`src/rtl/fir_pkg.sv`:
```
// Shared constants, FSM encoding and tap-group decode for the FIR coefficient sequencer.
package fir_pkg;

  localparam int unsigned DATA_W     = 16;
  localparam int unsigned NUM_TAPS   = 10;
  localparam int unsigned SAMPLE_DIV = 40;
  localparam int unsigned CNT_W      = $clog2(SAMPLE_DIV);

  // Last tap of each multiplier group; taps beyond GRP2_LAST fall into group 3.
  localparam logic [3:0] GRP0_LAST = 4'd3;
  localparam logic [3:0] GRP1_LAST = 4'd6;
  localparam logic [3:0] GRP2_LAST = 4'd9;

  typedef enum logic [1:0] {
    IDLE  = 2'd0,
    SWEEP = 2'd1,
    DONE  = 2'd2
  } fir_state_t;

  function automatic logic [3:0] tapGroup(input logic [3:0] tap);
    if (tap == 4'd0)           return 4'b0000;
    else if (tap <= GRP0_LAST) return 4'b0001;
    else if (tap <= GRP1_LAST) return 4'b0010;
    else if (tap <= GRP2_LAST) return 4'b0100;
    else                       return 4'b1000;
  endfunction

endpackage

```
`src/rtl/fir_coeff_bank.sv`:
```
// Shadow/active coefficient register pair; host writes land in shadow, commit copies to active.
module fir_coeff_bank
  import fir_pkg::*;
(
  input  logic              iClk_12M,
  input  logic              iRsn,
  input  logic              iWrEn,
  input  logic [3:0]        iWrAddr,
  input  logic [DATA_W-1:0] iWrData,
  input  logic              iCommit,
  input  logic [3:0]        iRdTap,
  output logic [DATA_W-1:0] oRdData,
  output logic              oPending
);

  logic [DATA_W-1:0] shadow [NUM_TAPS];
  logic [DATA_W-1:0] active [NUM_TAPS];
  logic              wrValid;
  logic              doCommit;

  assign wrValid  = iWrEn && (iWrAddr != 4'd0) && (iWrAddr <= 4'(NUM_TAPS));
  assign doCommit = iCommit && oPending;

  // A write coinciding with a commit: active takes the old shadow, pending stays set.
  always_ff @(posedge iClk_12M or negedge iRsn) begin
    if (!iRsn) begin
      for (int unsigned i = 0; i < NUM_TAPS; i++) begin
        shadow[i] <= '0;
        active[i] <= '0;
      end
      oPending <= 1'b0;
    end else begin
      if (doCommit) begin
        for (int unsigned i = 0; i < NUM_TAPS; i++) active[i] <= shadow[i];
      end
      if (wrValid) begin
        for (int unsigned i = 0; i < NUM_TAPS; i++) begin
          if (iWrAddr == 4'(i + 1)) shadow[i] <= iWrData;
        end
      end
      if (wrValid)       oPending <= 1'b1;
      else if (doCommit) oPending <= 1'b0;
    end
  end

  always_comb begin
    oRdData = '0;
    for (int unsigned i = 0; i < NUM_TAPS; i++) begin
      if (iRdTap == 4'(i + 1)) oRdData = active[i];
    end
  end

endmodule

```
`src/rtl/fir_coeff_sequencer.sv`:
```
// Sample strobe generator, sample latch and per-tap coefficient sweep feeding the FIR MAC.
module fir_coeff_sequencer
  import fir_pkg::*;
(
  input  logic              iClk_12M,
  input  logic              iRsn,
  input  logic              iEnable,
  input  logic [DATA_W-1:0] iAdcData,
  input  logic              iCoeffWrEn,
  input  logic [3:0]        iCoeffAddr,
  input  logic [DATA_W-1:0] iCoeffData,
  output logic              oEnSample_300k,
  output logic [DATA_W-1:0] oFirIn,
  output logic [DATA_W-1:0] oCoeff,
  output logic [3:0]        oTapIdx,
  output logic [3:0]        oEnMul,
  output logic              oEnAcc,
  output logic              oEnAdd,
  output logic              oCoeffPending
);

  logic [CNT_W-1:0]  sampleCnt;
  logic              strobeTick;
  fir_state_t        state, stateNxt;
  logic [3:0]        tap, tapNxt;
  logic [DATA_W-1:0] bankRd, coeffNxt;
  logic [3:0]        tapIdxNxt, enMulNxt;
  logic              enAccNxt, enAddNxt;

  assign strobeTick = iEnable && (sampleCnt == CNT_W'(SAMPLE_DIV - 1));

  always_ff @(posedge iClk_12M or negedge iRsn) begin
    if (!iRsn) begin
      sampleCnt      <= '0;
      oEnSample_300k <= 1'b0;
      oFirIn         <= '0;
    end else begin
      if (!iEnable || strobeTick) sampleCnt <= '0;
      else                        sampleCnt <= sampleCnt + 1'b1;
      oEnSample_300k <= strobeTick;
      if (strobeTick) oFirIn <= iAdcData;
    end
  end

  fir_coeff_bank u_bank (
    .iClk_12M (iClk_12M),
    .iRsn     (iRsn),
    .iWrEn    (iCoeffWrEn),
    .iWrAddr  (iCoeffAddr),
    .iWrData  (iCoeffData),
    .iCommit  (strobeTick),
    .iRdTap   (tap),
    .oRdData  (bankRd),
    .oPending (oCoeffPending)
  );

  always_ff @(posedge iClk_12M or negedge iRsn) begin
    if (!iRsn) begin
      state <= IDLE;
      tap   <= '0;
    end else begin
      state <= stateNxt;
      tap   <= tapNxt;
    end
  end

  // Outputs are registered from the current state, so tap k appears k cycles after the strobe.
  always_comb begin
    stateNxt  = state;
    tapNxt    = tap;
    coeffNxt  = '0;
    tapIdxNxt = '0;
    enMulNxt  = '0;
    enAccNxt  = 1'b0;
    enAddNxt  = 1'b0;
    case (state)
      SWEEP: begin
        coeffNxt  = bankRd;
        tapIdxNxt = tap;
        enMulNxt  = tapGroup(tap);
        enAccNxt  = 1'b1;
        if (tap == 4'(NUM_TAPS)) begin
          stateNxt = DONE;
          tapNxt   = '0;
        end else begin
          tapNxt = tap + 4'd1;
        end
      end
      DONE: begin
        enAddNxt = 1'b1;
        stateNxt = IDLE;
      end
      default: ;
    endcase
    if (strobeTick) begin
      stateNxt = SWEEP;
      tapNxt   = 4'd1;
    end
  end

  always_ff @(posedge iClk_12M or negedge iRsn) begin
    if (!iRsn) begin
      oCoeff  <= '0;
      oTapIdx <= '0;
      oEnMul  <= '0;
      oEnAcc  <= 1'b0;
      oEnAdd  <= 1'b0;
    end else begin
      oCoeff  <= coeffNxt;
      oTapIdx <= tapIdxNxt;
      oEnMul  <= enMulNxt;
      oEnAcc  <= enAccNxt;
      oEnAdd  <= enAddNxt;
    end
  end

endmodule

```
`config.mk`:
```
export PLATFORM = sky130hd
export DESIGN_NAME = fir_coeff_sequencer
export DESIGN_NICKNAME = d
export VERILOG_FILES = /design/src/rtl/fir_pkg.sv /design/src/rtl/fir_coeff_bank.sv /design/src/rtl/fir_coeff_sequencer.sv
export SDC_FILE = /design/constraint.sdc
export NUM_CORES = 1
export LEC_CHECK = 0
export CAP_MARGIN = 30
export CORE_ASPECT_RATIO = 0.7
export CORE_MARGIN = 4
export CORE_UTILIZATION = 40
export CTS_CLUSTER_DIAMETER = 120
export DETAILED_ROUTE_END_ITERATION = 10
export GPL_TIMING_DRIVEN = 0
export PLACE_DENSITY_LB_ADDON = 0.05
export SLEW_MARGIN = 20
export SYNTH_ARGS = -nofsm -noshare
export SYNTH_HDL_FRONTEND = slang
export SYNTH_HIERARCHICAL = 1
export SYNTH_SLANG_ARGS = --single-unit
```
`constraint.sdc`:
```
create_clock -name iClk_12M -period 2.2 [get_ports iClk_12M]
set_clock_uncertainty 0.05 [all_clocks]
set_input_delay 0.44 -clock iClk_12M [delete_from_list [all_inputs] [get_ports iClk_12M]]
set_output_delay 0.44 -clock iClk_12M [all_outputs]
set_load 0.03 [all_outputs]
```
==> results of run 1 <==
-- cells by family after synthesis --
| group | Yosys count | synth area share, % |
|---|---|---|
| adder cells (fa/ha/maj) | 1 | 0.07925 |
| AO/OA/AOI/OAI | 188 | 8.045 |
| AND/OR/NAND/NOR | 116 | 4.145 |
| flip-flops | 376 | 59.60 |
| multiplexers | 340 | 24.55 |
| buffers and inverters | 110 | 3.416 |
| XOR/XNOR | 3 | 0.1665 |
-- critical path: stages (launching register included) --
cell	delay [ns]
dfrtp_2	0.44
buf_8	0.15
nand2b_4	0.17
clkbuf_4	0.22
a2bb2oi_1	0.16
o22a_1	0.25
a211oi_2	0.26
a2bb2oi_2	0.24
and2_1	0.15
-- placed cells by master, fill, tap and decap left out, types with 19 or more instances in the layout --
cell,instances
a21oi_1,48
a2bb2oi_1,23
and2_1,20
buf_4,30
clkbuf_16,44
clkdlybuf4s50_1,65
dfrtp_1,373
inv_1,19
mux2_2,310
nand2_1,20
nor2_1,21
o21ai_0,21
-- cells in the mapped netlist, types with 2 or more instances --
cell	count	share of area, %
a211oi_1	16	0.76
a21oi_1	51	1.6
a22oi_1	15	0.71
a2bb2oi_1	28	1.6
a31oi_1	2	0.079
and2_1	23	0.91
and3_1	2	0.079
buf_1	22	0.52
buf_2	36	1.1
buf_4	5	0.24
buf_6	6	0.43
clkbuf_1	20	0.48
dfrtp_1	376	60
inv_1	19	0.45
mux2_1	15	1.1
mux2_2	310	22
mux2_4	13	1.2
mux2i_1	2	0.13
nand2_1	21	0.50
nand2b_1	9	0.36
nand3_1	2	0.063
nand3b_1	4	0.19
nor2_1	24	0.57
nor2_2	3	0.12
nor2b_1	7	0.28
nor2b_2	2	0.11
nor3_1	3	0.095
nor3b_1	2	0.095
o211ai_1	14	0.67
o21ai_0	21	0.67
o22a_1	14	0.78
o22ai_1	18	0.71
or3_1	4	0.16
xor2_1	2	0.11
-- final timing paths --
path,start,end,depth (start not counted)
worst max-delay path,tap[1],oCoeff[5],8
worst min-delay path,iRsn,oFirIn[3],2
worst max register to register,tap[1],oCoeff[5],8
worst min register to register,u_bank/shadow[109],u_bank/shadow[109],1
max in group asynchronous,iRsn,u_bank/shadow[33],4
min in group iClk_12M,u_bank/shadow[109],u_bank/shadow[109],1
-- final cells by class --
type	instances	area [sq um]
inverter	19	71.32
timing repair buffer	93	1057
buffer	89	759.5
sequential	376	9413
fill	3374	19350
multi-input combinational	648	6011
antenna	1	2.502
tap	527	659.4
clock inverter	12	167.7
clock buffer	60	1167
-- layer usage --
layer | wire length (microns) | up-vias | GRT usage [%] | share of wire (%)
met5 | 0 | - | 0 | 0
met4 | 596 | 0 | 3.780 | 1.5
met3 | 2052 | 45 | 3.454 | 5.0
met2 | 17340 | 187 | 27.62 | 42
met1 | 21010 | 5029 | 30.61 | 51
li1 | - | 4350 | - | -
-- report_power, final --
group / total, mW / internal [mW] / switching [mW] / leakage (nW)
clock network: 6.90 / 4.14 / 2.76 / 0.659
logic: 1.21 / 0.672 / 0.543 / 3.21
registers: 7.92 / 7.61 / 0.314 / 4.96
total: 16.0 / 12.4 / 3.62 / 8.83
-- sequential cells by signal, indices dropped and copies added (netlist names), 4 cells and up --
register       count
oTapIdx            4
u_bank/shadow    160
oCoeff            16
oFirIn            16
u_bank/active    160
tap                4
sampleCnt          6
oEnMul             4
-- through the flow --
step / hold slack, ns / instance area (sq um) / util, % / setup WS [ns]
floorplan: 0.09441 / 15830 / - / 0.04222
global placement: 0.3987 / 17160 / 44.39 / -16.34
detailed placement: 0.2879 / 17280 / 44.69 / -0.5379
CTS: 0.3095 / 19070 / 49.32 / 0.0008002
global route: 0.3342 / 19310 / 49.94 / -0.02544
finish: 0.3335 / 19310 / 49.94 / 0.04582
-- what timing repair did --
item	in CTS	in global routing
setup buffers	7	11
pin swaps	7	10
cloned	2	1
setup endpoints to repair	176	92
gates resized for setup	92	39
hold buffers	1	0
endpoints found under the hold margin	29	0
==> qor.yml, run 1 <==
global_routing:
  grt_use_total_pct: 19.27
  grt_max_degree: 95
  grt_antenna_before_repair: 0
  grt_pass1_vias: 9882
  grt-ovfl-total: 0
  grt_pass1_wl_mm: 62.98
run_status:
  status: "finished, final reports clean"
worst_setup_path:
  startpoint_type: "flop"
  path_class: "reg -> reg"
  cp_max_fo: 10
  endpoint_kind: "flop"
  crit_arrival_ns: 2.58
  r2r_slack_ns: 0.05
  required_ns: 2.62
synthesis:
  synthCells: 1134
  synth_cell_types: 57
  syn-num-nets: 1175
  postSynthAreaPerCell_sq_um: 13.92
  ys_async_sr_fraction_pct: 100.0
  netlist_area_sq_um: 15790
  ys.flop_type: "dfrtp_1"
  synth_seq_cells: 376
  yosysWarnings: 6
  ys_seq_area_share_pct: 59.60
  synth-edff-count: 0
clock_network:
  cts_max_level: 2
  clock_sinks: 376
  cts_buffers: 40
  clk_pin_slew_worst_paths_ns: 0.06
  clock_latency_ns: 0.54
  clock_tree.buffer_depth: 3
  cts_tree: "done"
  cts-root-buf: "clkbuf_16"
power_and_ir_drop:
  power_density_nw_per_um2: 830.5
  finalPower_mw: 16.04
  p_leak_nw: 8.826
  irDropWorstVdd_mv: 0.7437
min_path:
  hp-class: "in -> async"
finish:
  drive_gt1_share_pct: 40.09
  area_growth_pct: 22.31
  fin_cells: 1825
  nets: 1308
placed_design:
  dp_hpwl_mm: 27.20
  globalplace.congestion: 0.8003
  port_buffers: 67
  dp.cells: 1732
routing:
  drc: 0
  drtAntennaViolNets: 0
  vias: 9611
  drt_iter0_drc: 570
  drt_pass1_iterations: 5
  via_per_inst: 5.266
  wl_per_cell_microns: 22.46
  routed_wl_mm: 41.00
floorplanning:
  dieArea_sq_um: 42760
  die_y_microns: 174.2
  num_io_pins: 84
  chipWidth_microns: 245.4
  row_count: 60
  core_area_sq_um: 38660
  start_util_pct: 40.83
sta:
  fmax_mhz: 464.2
  rsz0062_at_grt: "yes"
  relSlewSlack_pct: 44.99
  tns_ns: 0
  setup_violations: 0
  finalMaxSlewViolations: 0
  fin_crit_ns: 2.154
  hold_viol: 0
  timing.final.crit_share_pct: 97.92
  worstMarginPinSlew_ns: 0.8251
job:
  maxCapViolCount: 0
Power figures use the tool's default switching activity.
==> run 2, diff against run 1 <==
--- a/config.mk
+++ b/config.mk
@@ -12,9 +12,9 @@
 export CTS_CLUSTER_DIAMETER = 120
 export DETAILED_ROUTE_END_ITERATION = 10
 export GPL_TIMING_DRIVEN = 0
+export HOLD_SLACK_MARGIN = 0.03
 export PLACE_DENSITY_LB_ADDON = 0.05
 export SLEW_MARGIN = 20
 export SYNTH_ARGS = -nofsm -noshare
 export SYNTH_HDL_FRONTEND = slang
-export SYNTH_HIERARCHICAL = 1
 export SYNTH_SLANG_ARGS = --single-unit
==> qor.yml, run 2 <==
run_status:
  status: "finished, final reports clean"  # unchanged
finish:
  layout_common_cells: "376 x dfrtp_1, 250 x mux2_2, 100 x mux2_1"  # was 373 x dfrtp_1, 310 x mux2_2, 65 x clkdlybuf4s50_1
  fin_cells: 1780  # was 1825
  layout_commonest_cell: "dfrtp_1"  # unchanged
  area_growth_pct: 19.76  # was 22.31%
  reg_top3: "u_bank.active: 160 flops, u_bank.shadow: 160 flops"  # was u_bank/active: 160 flops, u_bank/shadow: 160 flops
  drive_gt1_share_pct: 32.91  # was 40.09%
  nets: 1264  # was 1308
  final_util_pct: 48.45  # was 49.94%
  final_cell_area_sq_um: 18590  # was 19310 sq um
  nFillCells: 3416  # was 3374
floorplanning:
  die_y_microns: 172.8  # was 174.2 microns
  start_util_pct: 40.46  # was 40.83%
  chipWidth_microns: 243.4  # was 245.4 microns
  core_area_sq_um: 38360  # was 38660 sq um
  row_count: 60  # unchanged
  dieArea_sq_um: 42060  # was 42760 sq um
  num_io_pins: 84  # unchanged
worst_setup_path:
  r2r_slack_ns: 0.07  # was 0.05 ns
  r2r-end: "oCoeff[5]"  # unchanged
  path_cells: "buf_4, mux2_2, a221oi_2, a2111oi_1, or3_1, a32o_1"  # was buf_8, nand2b_4, clkbuf_4, a2bb2oi_1, o22a_1, a211oi_2, a2bb2oi_2, and2_1
  required_ns: 2.55  # was 2.62 ns
  critPathTopFamily: "compound AO/OA/AOI/OAI gates"  # unchanged
  crit_buf_inv: 1  # was 2
  slowest_stage: "mux2_2"  # was dfrtp_2
  cp_slowest_stage_delay_ns: 0.40  # was 0.44 ns
  path_class: "reg -> reg"  # unchanged
  r2r_start: "tap[0]"  # was tap[1]
  cp_max_fo: 10  # unchanged
  endpoint_kind: "flop"  # unchanged
  worst-path-stages: 6  # was 8
  startpoint_type: "flop"  # unchanged
  crit_arrival_ns: 2.48  # was 2.58 ns
  worstRegToRegCells: 6  # was 8
clock_network:
  clock_sinks: 376  # unchanged
  cts_buffers: 39  # was 40
  cts_max_level: 2  # unchanged
  clock_tree.buffer_depth: 3  # unchanged
  clk_pin_slew_worst_paths_ns: 0.06  # about the same
  clock_latency_ns: 0.53  # was 0.54 ns
  cts_tree: "done"  # unchanged
  cts-root-buf: "clkbuf_16"  # unchanged
routing:
  drc: 0  # unchanged
  drt_pass1_iterations: 5  # unchanged
  routed_wl_mm: 39.45  # was 41.00 mm
  drtAntennaViolNets: 0  # unchanged
  drt_iter0_drc: 528  # was 570
  via_per_inst: 5.114  # was 5.266
  vias: 9103  # was 9611
  wl_per_cell_microns: 22.16  # was 22.46 microns
job:
  maxCapViolCount: 0  # unchanged
synthesis:
  ys.flop_type: "dfrtp_1"  # unchanged
  yosysMostFrequentCell: "dfrtp_1"  # unchanged
  netlist_top_cells_area: "dfrtp_1 61%, mux2_2 18%, mux2_1 7.3%"  # was dfrtp_1 60%, mux2_2 22%, a21oi_1 1.6%
  synthCells: 1108  # was 1134
  synth_common_cells: "376 x dfrtp_1, 250 x mux2_2, 100 x mux2_1"  # was 376 x dfrtp_1, 310 x mux2_2, 51 x a21oi_1
  ys_async_sr_fraction_pct: 100.0  # unchanged
  ys_seq_area_share_pct: 60.63  # was 59.60%
  synth_top_area_share_pct: 60.63  # was 59.60%
  synth_cell_types: 42  # was 57
  netlist_area_sq_um: 15520  # was 15790 sq um
  syn-num-nets: 1149  # was 1175
  synth_seq_cells: 376  # unchanged
  postSynthAreaPerCell_sq_um: 14.01  # was 13.92 sq um
  yosysWarnings: 0  # was 6
  yosysTopAreaCell: "dfrtp_1"  # unchanged
  synth-edff-count: 0  # unchanged
placed_design:
  dp_hpwl_mm: 27.24  # was 27.20 mm
  globalplace.congestion: 0.7941  # was 0.8003
  port_buffers: 67  # unchanged
  dp.cells: 1706  # was 1732
  place_ws_ns: -0.8245  # was -0.5379 ns
  placed_area_sq_um: 16970  # was 17280 sq um
global_routing:
  grt_max_degree: 97  # was 95
  grt_antenna_before_repair: 0  # unchanged
  grt_pass1_vias: 9619  # was 9882
  grt-ovfl-total: 0  # unchanged
  grt_pass1_wl_mm: 61.07  # was 62.98 mm
  grt_use_total_pct: 18.86  # was 19.27%
power_and_ir_drop:
  p_leak_nw: 8.652  # was 8.826 nW
  power_density_nw_per_um2: 982.8  # was 830.5 nW/um^2
  irDropWorstVdd_mv: 0.4251  # was 0.7437 mV
sta:
  timing.final.crit_share_pct: 96.91  # was 97.92%
  fmax_mhz: 469.1  # was 464.2 MHz
  fin_crit_ns: 2.132  # was 2.154 ns
  rsz0062_at_grt: "yes"  # unchanged
  setup_slack_ns: 0.06808  # was 0.04582 ns
  worstMarginPinSlew_ns: 0.8208  # was 0.8251 ns
  setup_violations: 0  # unchanged
  relSlewSlack_pct: 45.28  # was 44.99%
  finalMaxSlewViolations: 0  # unchanged
  hold_viol: 0  # unchanged
min_path:
  hold_path_startpoint: "state[0]"
  hold_path_depth: 1
  hold_end: "oEnAdd"
  hp-class: "reg -> reg"  # was in -> async
[run 2: per-stage QoR]
step	setup TNS [ns]	hold WS (ns)	power (mW)
floorplan	0	0.09441	10.00
global placement	-6329.13	0.4001	11.30
detailed placement	-142.06	0.4104	11.33
CTS	-0.2831	0.4188	18.47
global route	-0.05349	0.4376	19.16
finish	0	0.4218	18.27
[run 2: metal layers]
layer / track usage [%] / share of wire [%] / vias up
met1: 29.77 / 52 / 4777
met4: 3.677 / 1.4 / 0
met5: 0 / 0 / -
met3: 3.240 / 3.7 / 43
li1: - / - / 4159
met2: 27.42 / 43 / 124
[run 2: cell type report]
| cell class | instances | area, sq um | area share [%] |
|---|---|---|---|
| sequential | 376 | 9409 | 50.62 |
| multi-input combinational | 634 | 5754 | 30.96 |
| clock buffer | 55 | 1166 | 6.274 |
| timing repair buffer | 78 | 858.3 | 4.618 |
| tap | 527 | 659.4 | 3.548 |
| buffer | 78 | 498.0 | 2.679 |
| clock inverter | 15 | 178.9 | 0.9626 |
| inverter | 16 | 60.06 | 0.3231 |
| antenna | 1 | 2.502 | 0.01346 |
[run 2: cells by family (layout without fill, tap and decap cells)]
| kind of cell | after synthesis | count (layout) | synth area share (%) |
|---|---|---|---|
| flops | 376 | 376 | 60.63 |
| other cells | 0 | 1 | 0 |
| fa+ha+maj | 1 | 1 | 0.08061 |
| xor+xnor | 5 | 5 | 0.2822 |
| compound gates | 143 | 143 | 5.305 |
| mux | 375 | 375 | 27.01 |
| simple gates | 110 | 110 | 3.620 |
| buf+inv | 98 | 242 | 3.080 |
[run 2: worst register-to-register path, cell delays in order (launching register included)]
cell and delay [ns]:
dfrtp_1 0.33, buf_4 0.19, mux2_2 0.40, a221oi_2 0.27, a2111oi_1 0.14, or3_1 0.38, a32o_1 0.25
[run 2: repair_timing]
| item | CTS | global route |
|---|---|---|
| hold endpoints to repair | 68 | 0 |
| gates resized for setup | 57 | 34 |
| hold buffers | 1 | 0 |
| cloned | 0 | 1 |
| pin swaps | 4 | 9 |
| endpoints found under the setup margin | 232 | 218 |
| setup buffers | 1 | 4 |
[run 2: worst max-delay path by stage]
stage	startpoint	endpoint	slack, ns
finish	tap[0]	oCoeff[5]	0.07
global route	tap[3]	oCoeff[4]	-0.02
CTS	iCoeffAddr[0]	u_bank.shadow[11]	-0.03
detailed placement	tap[0]	oCoeff[8]	-0.82
global placement	iRsn	u_bank.shadow[60]	-16.50
floorplan	sampleCnt[0]	u_bank.active[0]	0.23
[run 2: where the power goes]
group	internal, mW	total, mW	switching (mW)
combinational	1.32	3.40	2.08
sequential	7.66	7.99	0.332
clock	4.16	6.88	2.71
==> run 3, diff against run 2 <==
--- a/config.mk
+++ b/config.mk
@@ -18,3 +18,4 @@
 export SYNTH_ARGS = -nofsm -noshare
 export SYNTH_HDL_FRONTEND = slang
 export SYNTH_SLANG_ARGS = --single-unit
+export TNS_END_PERCENT = 30
==> qor.yml, run 3 (same netlist as run 2, synthesis figures left out) <==
worst_setup_path:
  worstRegToRegCells: 8  # was 6
  startpoint_type: "flop"  # unchanged
  endpoint_kind: "flop"  # unchanged
  required_ns: 2.55  # about the same
  path_class: "reg -> reg"  # unchanged
  cp_max_fo: 10  # unchanged
  crit_arrival_ns: 2.49  # was 2.48 ns
power_and_ir_drop:
  pwr-share-comb_pct: 18.6  # about the same
  irDropWorstVdd_mv: 0.4250  # was 0.4251 mV
  p_leak_nw: 8.654  # was 8.652 nW
  swShare_pct: 28.09  # was 28.07%
  power_density_nw_per_um2: 982.7  # was 982.8 nW/um^2
  power_frac_clock_pct: 37.7  # was 37.6%
  internal_power_mw: 13.14  # about the same
  power_switching_mw: 5.132  # was 5.127 mW
  seqPwrFrac_pct: 43.7  # was 43.8%
  finalPower_mw: 18.27  # about the same
routing:
  vias: 9142  # was 9103
  drc: 0  # unchanged
  wl_per_cell_microns: 22.14  # was 22.16 microns
  drtAntennaViolNets: 0  # unchanged
  via_per_inst: 5.130  # was 5.114
  drt_pass1_iterations: 4  # was 5
  drt_iter0_drc: 471  # was 528
  routed_wl_mm: 39.46  # was 39.45 mm
sta:
  whs_ns: 0.4223  # was 0.4218 ns
  finalMaxSlewViolations: 0  # unchanged
  rsz0062_at_grt: "yes"  # unchanged
  timing.final.crit_share_pct: 97.49  # was 96.91%
  setup_violations: 0  # unchanged
  tns_ns: 0  # unchanged
  relSlewSlack_pct: 45.72  # was 45.28%
  hold_viol: 0  # unchanged
  worstMarginPinSlew_ns: 0.8142  # was 0.8208 ns
  fin_crit_ns: 2.145  # was 2.132 ns
  fmax_mhz: 466.2  # was 469.1 MHz
clock_network:
  clock_tree.buffer_depth: 3  # unchanged
  clk_pin_slew_worst_paths_ns: 0.06  # about the same
  cts-root-buf: "clkbuf_16"  # unchanged
  clock_latency_ns: 0.53  # about the same
  cts_buffers: 39  # unchanged
  clock_sinks: 376  # unchanged
  cts_max_level: 2  # unchanged
  cts_tree: "done"  # unchanged
floorplanning:
  core_area_sq_um: 38360  # unchanged
  row_count: 60  # unchanged
  chipWidth_microns: 243.4  # unchanged
  num_io_pins: 84  # unchanged
  die_y_microns: 172.8  # unchanged
  dieArea_sq_um: 42060  # unchanged
  start_util_pct: 40.46  # unchanged
finish:
  nets: 1265  # was 1264
  area_growth_pct: 19.82  # was 19.76%
  reg_top3: "u_bank.active: 160 flops, u_bank.shadow: 160 flops"  # unchanged
  nFillCells: 3409  # was 3416
  drive_gt1_share_pct: 33.12  # was 32.91%
  fin_cells: 1782  # was 1780
  layout_commonest_cell: "dfrtp_1"  # unchanged
  layout_common_cells: "376 x dfrtp_1, 250 x mux2_2, 100 x mux2_1"  # unchanged
global_routing:
  grt_max_degree: 97  # unchanged
  grt_antenna_before_repair: 0  # unchanged
  grt_pass1_wl_mm: 61.07  # unchanged
  grt_pass1_vias: 9619  # unchanged
  grt-ovfl-total: 0  # unchanged
  grt_use_total_pct: 18.86  # unchanged
placed_design:
  dp.cells: 1706  # unchanged
  dp_hpwl_mm: 27.24  # unchanged
  port_buffers: 67  # unchanged
  globalplace.congestion: 0.7941  # unchanged
run_status:
  status: "finished, final reports clean"  # unchanged
min_path:
  hp-class: "in -> async"  # was reg -> reg
job:
  maxCapViolCount: 0  # unchanged
-- run 3: path summary, 6_finish.rpt --
kind                       slack (ns)                 to  startpoint
setup / recovery                 0.06         oCoeff[12]      tap[0]
hold / removal                   0.42       sampleCnt[4]        iRsn
setup reg to reg                 0.06         oCoeff[12]      tap[0]
hold reg to reg                  0.42             oEnAdd    state[0]
max in group asynchronous        0.53  u_bank.active[28]        iRsn
min in group iClk_12M            0.42             oEnAdd    state[0]
-- run 3: metrics by stage --
stage	instance area [sq um]	worst slack [ns]	utilization, %
finish	18600	0.05519	48.47
global route	18590	-0.02558	48.46
CTS	18450	0.001321	48.10
detailed placement	16970	-0.8245	44.22
global placement	16850	-16.50	43.92
floorplan	15520	0.2303	-
-- run 3: power groups by stage --
stage | sequential, mW | combinational [mW] | clock (mW)
detailed placement | 8.12 | 3.21 | 0
global placement | 8.12 | 3.17 | 0
floorplan | 8.07 | 1.94 | 0
global route | 8.09 | 3.70 | 7.38
finish | 7.99 | 3.40 | 6.88
CTS | 7.99 | 3.39 | 7.09
-- run 3: cell type report --
cell class / instances / area [sq um] / share of cell area (%)
Antenna cell: 2 / 5.005 / 0.02691
Buffer: 80 / 508.0 / 2.732
Clock buffer: 55 / 1166 / 6.271
Clock inverter: 15 / 178.9 / 0.9622
Inverter: 16 / 60.06 / 0.3230
Multi-Input combinational cell: 634 / 5758 / 30.96
Sequential cell: 376 / 9409 / 50.60
Tap cell: 527 / 659.4 / 3.546
Timing Repair Buffer: 77 / 850.8 / 4.575
-- run 3: repair_timing --
action,CTS,global route
hold endpoints to repair,68,0
pin swaps,4,10
endpoints found under the setup margin,232,208
resized for setup,58,36
hold buffers,1,0
gates cloned,0,1
buffers inserted,1,3
-- run 3: worst max-delay path, cell delays in order, from the launching register on --
cell and delay [ns]:
dfrtp_1 0.36, buf_4 0.18, nor2b_1 0.14, clkbuf_2 0.18, clkbuf_4 0.26, a22oi_1 0.39, o22ai_2 0.16, o21ai_1 0.16
a21oi_1 0.11
-- run 3: layer usage --
layer | GRT usage [%] | share of wire (%) | vias to the layer above
met5 | 0 | 0 | -
met4 | 3.677 | 1.4 | 0
met3 | 3.240 | 3.4 | 43
met2 | 27.42 | 42 | 122
met1 | 29.77 | 53 | 4808
li1 | - | - | 4169
